### src/rtl/alu_issue_stage.sv
// rtl/alu_issue_stage.sv - RV32I OP/OP-IMM/LUI/AUIPC decode and ALU issue register
// One registered ALU transaction per accepted instruction, valid/ready on both sides.
module alu_issue_stage #(
  parameter int CNT_W = 16
) (
  input  logic             clk,
  input  logic             rst,
  input  logic             in_valid,
  output logic             in_ready,
  input  logic [31:0]      in_inst,
  input  logic [31:0]      in_pc,
  input  logic [31:0]      in_rs1,
  input  logic [31:0]      in_rs2,
  output logic             out_valid,
  input  logic             out_ready,
  output logic [3:0]       out_op,
  output logic [31:0]      out_lhs,
  output logic [31:0]      out_rhs,
  output logic [4:0]       out_rd,
  output logic             out_illegal,
  output logic [CNT_W-1:0] issued_count
);

  localparam logic [6:0] OPC_OP    = 7'b0110011;
  localparam logic [6:0] OPC_OPIMM = 7'b0010011;
  localparam logic [6:0] OPC_LUI   = 7'b0110111;
  localparam logic [6:0] OPC_AUIPC = 7'b0010111;
  localparam logic [6:0] F7_BASE   = 7'b0000000;
  localparam logic [6:0] F7_ALT    = 7'b0100000;

  localparam logic [3:0] ALU_ADD = 4'b0000;
  localparam logic [3:0] ALU_SLL = 4'b0001;
  localparam logic [3:0] ALU_SRL = 4'b0101;
  localparam logic [3:0] ALU_SUB = 4'b1000;
  localparam logic [3:0] ALU_SRA = 4'b1001;

  logic [6:0]  opcode;
  logic [2:0]  funct3;
  logic [6:0]  funct7;
  logic [31:0] imm_i;
  logic [31:0] imm_u;
  logic [31:0] shamt;

  logic [3:0]  dec_op;
  logic [31:0] dec_lhs;
  logic [31:0] dec_rhs;
  logic        dec_illegal;
  logic        accept;

  assign opcode = in_inst[6:0];
  assign funct3 = in_inst[14:12];
  assign funct7 = in_inst[31:25];
  assign imm_i  = {{20{in_inst[31]}}, in_inst[31:20]};
  assign imm_u  = {in_inst[31:12], 12'b0};
  assign shamt  = {27'b0, in_inst[24:20]};

  assign in_ready = !out_valid || out_ready;
  assign accept   = in_valid && in_ready;

  // funct3 encodings for the non-alternate ops line up with ALU codes 0..7.
  always_comb begin
    dec_op      = ALU_ADD;
    dec_lhs     = 32'b0;
    dec_rhs     = 32'b0;
    dec_illegal = 1'b0;
    case (opcode)
      OPC_OP: begin
        dec_lhs = in_rs1;
        dec_rhs = in_rs2;
        if (funct7 == F7_BASE) begin
          dec_op = {1'b0, funct3};
        end else if (funct7 == F7_ALT && funct3 == 3'b000) begin
          dec_op = ALU_SUB;
        end else if (funct7 == F7_ALT && funct3 == 3'b101) begin
          dec_op = ALU_SRA;
        end else begin
          dec_illegal = 1'b1;
        end
      end
      OPC_OPIMM: begin
        dec_lhs = in_rs1;
        case (funct3)
          3'b001: begin
            dec_rhs     = shamt;
            dec_op      = ALU_SLL;
            dec_illegal = (funct7 != F7_BASE);
          end
          3'b101: begin
            dec_rhs = shamt;
            if (funct7 == F7_BASE) begin
              dec_op = ALU_SRL;
            end else if (funct7 == F7_ALT) begin
              dec_op = ALU_SRA;
            end else begin
              dec_illegal = 1'b1;
            end
          end
          default: begin
            dec_rhs = imm_i;
            dec_op  = {1'b0, funct3};
          end
        endcase
      end
      OPC_LUI: begin
        dec_rhs = imm_u;
      end
      OPC_AUIPC: begin
        dec_lhs = in_pc;
        dec_rhs = imm_u;
      end
      default: begin
        dec_illegal = 1'b1;
      end
    endcase
    // Illegal transactions carry a neutral payload so the ALU never sees stale operands.
    if (dec_illegal) begin
      dec_op  = ALU_ADD;
      dec_lhs = 32'b0;
      dec_rhs = 32'b0;
    end
  end

  always_ff @(posedge clk) begin
    if (rst) begin
      out_valid    <= 1'b0;
      out_op       <= 4'b0;
      out_lhs      <= 32'b0;
      out_rhs      <= 32'b0;
      out_rd       <= 5'b0;
      out_illegal  <= 1'b0;
      issued_count <= '0;
    end else begin
      if (accept) begin
        out_valid   <= 1'b1;
        out_op      <= dec_op;
        out_lhs     <= dec_lhs;
        out_rhs     <= dec_rhs;
        out_rd      <= in_inst[11:7];
        out_illegal <= dec_illegal;
      end else if (out_ready) begin
        out_valid <= 1'b0;
      end
      if (out_valid && out_ready) begin
        issued_count <= issued_count + 1'b1;
      end
    end
  end

endmodule

### config.mk
export PLATFORM = sky130hd
export DESIGN_NAME = alu_issue_stage
export DESIGN_NICKNAME = d
export VERILOG_FILES = /design/src/rtl/alu_issue_stage.sv
export SDC_FILE = /design/constraint.sdc
export NUM_CORES = 1
export LEC_CHECK = 0
export BUFFER_PORTS_ARGS = -buffer_cell sky130_fd_sc_hd__buf_4
export CAP_MARGIN = 20
export CORE_ASPECT_RATIO = 1.75
export CORE_MARGIN = 5
export CORE_UTILIZATION = 45
export DETAILED_ROUTE_END_ITERATION = 6
export PLACE_DENSITY = 0.81
export SLEW_MARGIN = 20
export SYNTH_ARGS = -nofsm -noshare
export SYNTH_HDL_FRONTEND = slang
export SYNTH_SLANG_ARGS = --single-unit
export TNS_END_PERCENT = 100
### constraint.sdc
create_clock -name clk -period 2.7 [get_ports clk]
set_clock_uncertainty 0.15 [all_clocks]
set_input_delay 0.135 -clock clk [delete_from_list [all_inputs] [get_ports clk]]
set_output_delay 0.135 -clock clk [all_outputs]
set_load 0.03 [all_outputs]
==> PnR_summary.wiki <==
{| class="wikitable"
! Metric !! Value
|-
| Number of DRC markers after the initial detailed-route iteration || 239
|-
| CTS-repair resized insts || 0
|-
| Total nets after synthesis || 586
|-
| Overall via count from detail_route || 4,487
|-
| Buffering stage count on the worst path with inverters included || 3
|-
| Highest clock frequency the design can meet || 447 MHz
|-
| Half-perimeter wire length after detailed placement || 9.89 mm
|-
| Starting utilization of the core area || 45.6%
|-
| Maximum buffer depth of the clock tree || 2
|-
| Arrival time at the worst endpoint || 2.30 ns
|-
| Min-Delay Path Depth || 4
|-
| Sequential cell area in the final layout || 1820 um2
|-
| Max-Slew Margin vs Limit || 55.6%
|-
| Area growth syn-to-layout || 65.0%
|-
| Number of slew-limit violations in the final report || 0
|-
| Number of fill cells in the layout || 628
|-
| Root buffer selected by CTS || sky130_fd_sc_hd__clkbuf_16
|-
| Kind of capture point of the worst setup path || flop
|-
| Clock Sinks || 91
|-
| Cell with the largest stage delay on the worst path || sky130_fd_sc_hd__a21oi_1
|-
| Count of yosys warnings during synthesis || 0
|-
| Max Cap Viol || 0
|-
| Slew of the pin with the lowest slew margin || 0.666 ns
|-
| Number of buffers added by the clock tree synthesis step || 9
|-
| Final-layout worst hold slack || 0.00864 ns
|-
| Final antenna-violating net count || 0
|-
| Crit path cell chain || dlygate4sd3_1, buf_4, nand2b_1, a21oi_1, a2111o_1, buf_4, o2bb2ai_1
|-
| Netlist area before placement || 4120 um2
|-
| Peak fanout along the critical path || 33
|-
| Initial antenna violation count || 0
|-
| Total wire length after detailed routing || 14.3 mm
|-
| Setup TNS || 0 ns
|-
| Width of the chip || 82.4 um
|-
| Insertion delay to the later sink of the worst-skew pair || 0.34 ns
|-
| Top FF cell, synth || sky130_fd_sc_hd__dfxtp_1
|-
| Final period demand of the worst path || 2.24 ns
|-
| Max IR drop VDD || 0.000356 V
|-
| Overall overflow remaining after global route || 0
|-
| First-pass DRT Iterations || 4
|-
| Worst hold path class || primary input to flop
|-
| Power density over cell area || 471 nW/um2
|-
| Worst Path Required || 2.77 ns
|-
| Outcome || finished, final reports clean
|-
| Part of the Yosys area used for sequential elements || 44.2%
|-
| Total Nets Final || 852
|-
| Number of synthesized flops with an enable pin || 0
|-
| Setup-violating endpoint count in the final report || 0
|-
| WS Path Type || primary input to flop
|-
| Final hold violations || 0
|-
| Synth Instances || 453
|-
| Cell repeated most along the worst path || sky130_fd_sc_hd__buf_4
|-
| Wire length of the first global-routing pass || 22.0 mm
|-
| Number of cells on the worst reg-to-reg path || 5
|-
| Pin count of the biggest net entering global routing || 58
|-
| Rows || 46
|-
| Instance area after placement || 5880 um2
|-
| Placer Congestion || 0.842
|-
| Count of buffers from port buffering || 223
|-
| Share of layout cells above drive strength 1 || 36.5%
|-
| Floorplan die height || 137 um
|-
| Crit-path max cell delay || 0.57 ns
|-
| Via density || 5.30
|-
| Average footprint of a synthesized cell || 9.10 um2
|-
| Area of the die || 11,300 um2
|-
| RSZ-0062 raised after global routing || no
|-
| H-tree depth || 3
|-
| #FFs+latches synth || 91
|-
| Clock edge transition at the registers on the reported setup and hold paths || 0.07 ns
|-
| Final cell area excluding filler cells || 6800 um2
|-
| Total track usage || 25.3%
|-
| Final critical-path share of the clock period || 82.9%
|-
| Critical path's top delay family || buffers and inverters
|-
| Core Footprint || 9040 um2
|-
| Clock tree from TritonCTS || done
|-
| Multi-input combinational cell area || 2150 um2
|-
| Synth cell types || 45
|-
| Post-route DRC || 0
|-
| Kind of start point of the critical path || primary input
|-
| Boundary Pins || 224
|-
| Leakage power of the design || 2.95 nW
|-
| Proportion of register bits with asynchronous set or reset after synthesis || 0%
|-
| Wire length per cell after detailed routing || 17.0 um
|-
| Number of global-route vias before repair || 4,547
|-
| Setup repair bufs after CTS || 0
|-
| Worst path depth || 7
|}
[sequential cells by signal, summed over array words and instances, names as in the netlist]
name          cells
out_lhs          32
out_rhs          32
issued_count     16
out_rd            5
out_op            4
out_illegal       1
out_valid         1
[worst min-delay path, delay by kind of cell]
family          cells  cell delay [ns]
buf+inv             1             0.08
compound gates      2             0.23
simple gates        1             0.03
[where the power goes]
group          total (mW)  switching (mW)  internal [mW]  leakage, nW
Combinational       0.485           0.214          0.271         2.07
Clock                1.36           0.543          0.817        0.149
Sequential           1.36         0.00785           1.35        0.734
Total                3.21           0.765           2.44         2.95
[cell usage in the layout, fill, tap and decap left out, drive strengths merged, types with 5 or more instances in the layout]
master / n
o2bb2ai: 33
mux2: 7
nand2b: 5
dfxtp: 91
nand3: 10
a22o: 40
dlygate4sd3: 59
inv: 7
buf: 230
nand4: 5
nand2: 38
a21oi: 60
clkbuf: 9
xor2: 7
nor2b: 53
nor2: 17
[area by class of cell]
type / count / share of cell area [%]
Antenna cell: 2 / 0.0736
Clock inverter: 7 / 1.47
Clock buffer: 9 / 3.31
Inverter: 5 / 0.276
Multi-Input combinational cell: 323 / 31.6
Sequential cell: 91 / 26.8
Tap cell: 120 / 2.21
Timing Repair Buffer: 289 / 34.3
[metal layers]
metal	track usage, %	vias up	share of wire [%]
met2	43.5	176	52
met4	12.6	0	4.1
met5	0	-	0
met3	6.72	41	7.0
met1	27.9	2096	37
li1	-	2174	-
[final timing paths]
path                             from                  endpoint  slack, ns
max                       in_inst[13]  out_lhs[16]$_SDFFE_PP0P_       0.46
min reg2reg  out_rhs[31]$_SDFFE_PP0P_  out_rhs[31]$_SDFFE_PP0P_       0.31
min                       in_inst[19]  out_rhs[19]$_SDFFE_PP0P_      0.009
max reg2reg    out_valid$_SDFFE_PP0P_   out_rhs[8]$_SDFFE_PP0P_       0.58
[cell usage after synthesis (2+ instances only)]
| library cell | count | share of area, % |
|---|---|---|
| sky130_fd_sc_hd__nor2_1 | 17 | 1.5 |
| sky130_fd_sc_hd__nor2b_1 | 53 | 8.0 |
| sky130_fd_sc_hd__a2111oi_4 | 2 | 1.3 |
| sky130_fd_sc_hd__xnor2_1 | 4 | 0.85 |
| sky130_fd_sc_hd__nand4_1 | 5 | 0.76 |
| sky130_fd_sc_hd__buf_2 | 4 | 0.49 |
| sky130_fd_sc_hd__nand2b_1 | 5 | 0.76 |
| sky130_fd_sc_hd__a21oi_1 | 60 | 7.3 |
| sky130_fd_sc_hd__inv_1 | 5 | 0.46 |
| sky130_fd_sc_hd__or2_2 | 2 | 0.30 |
| sky130_fd_sc_hd__nor3b_1 | 2 | 0.36 |
| sky130_fd_sc_hd__o2bb2ai_1 | 33 | 7.0 |
| sky130_fd_sc_hd__or4_4 | 2 | 0.55 |
| sky130_fd_sc_hd__nand2_1 | 38 | 3.5 |
| sky130_fd_sc_hd__nand3_1 | 10 | 1.2 |
| sky130_fd_sc_hd__xor2_1 | 7 | 1.5 |
| sky130_fd_sc_hd__a32o_1 | 2 | 0.49 |
| sky130_fd_sc_hd__buf_6 | 2 | 0.55 |
| sky130_fd_sc_hd__a22o_1 | 39 | 8.3 |
| sky130_fd_sc_hd__nor3_1 | 4 | 0.49 |
| sky130_fd_sc_hd__nor4_1 | 4 | 0.61 |
| sky130_fd_sc_hd__mux2_2 | 7 | 1.9 |
| sky130_fd_sc_hd__clkbuf_1 | 25 | 2.3 |
| sky130_fd_sc_hd__dfxtp_1 | 91 | 44 |
| sky130_fd_sc_hd__buf_1 | 3 | 0.27 |
| sky130_fd_sc_hd__and2_1 | 3 | 0.46 |
| sky130_fd_sc_hd__a2111oi_0 | 2 | 0.42 |
| sky130_fd_sc_hd__o21ai_0 | 4 | 0.49 |
| sky130_fd_sc_hd__and4_1 | 2 | 0.42 |
[cells by family after synthesis]
logic type      after synthesis  synth area share, %
compound gates              151                 27.2
xor+xnor                     11                 2.34
fa+ha+maj                     1                0.303
buf+inv                      39                 4.04
flops                        91                 44.2
mux                           7                 1.91
simple gates                153                 20.1
[metrics by stage]
| stage | instances | utilization (%) | power (mW) | setup WS, ns |
|---|---|---|---|---|
| final | 846 | 75.3 | 3.21 | 0.462 |
| after global routing | 844 | 75.2 | 3.32 | 0.298 |
| after floorplan | 453 | - | 1.58 | 0.244 |
| after CTS | 843 | 75.1 | 3.22 | 0.497 |
| after detailed placement | 769 | 65.1 | 1.80 | 0.239 |
| after global placement | 769 | 65.1 | 1.79 | 0.297 |
[timing repair]
item / 4_1_cts / 5_1_grt
hold buffers: 58 / 1
hold endpoints to repair: 53 / 1
setup endpoints to repair: 0 / 0
Note: power is estimated with default switching activity, not from simulation.
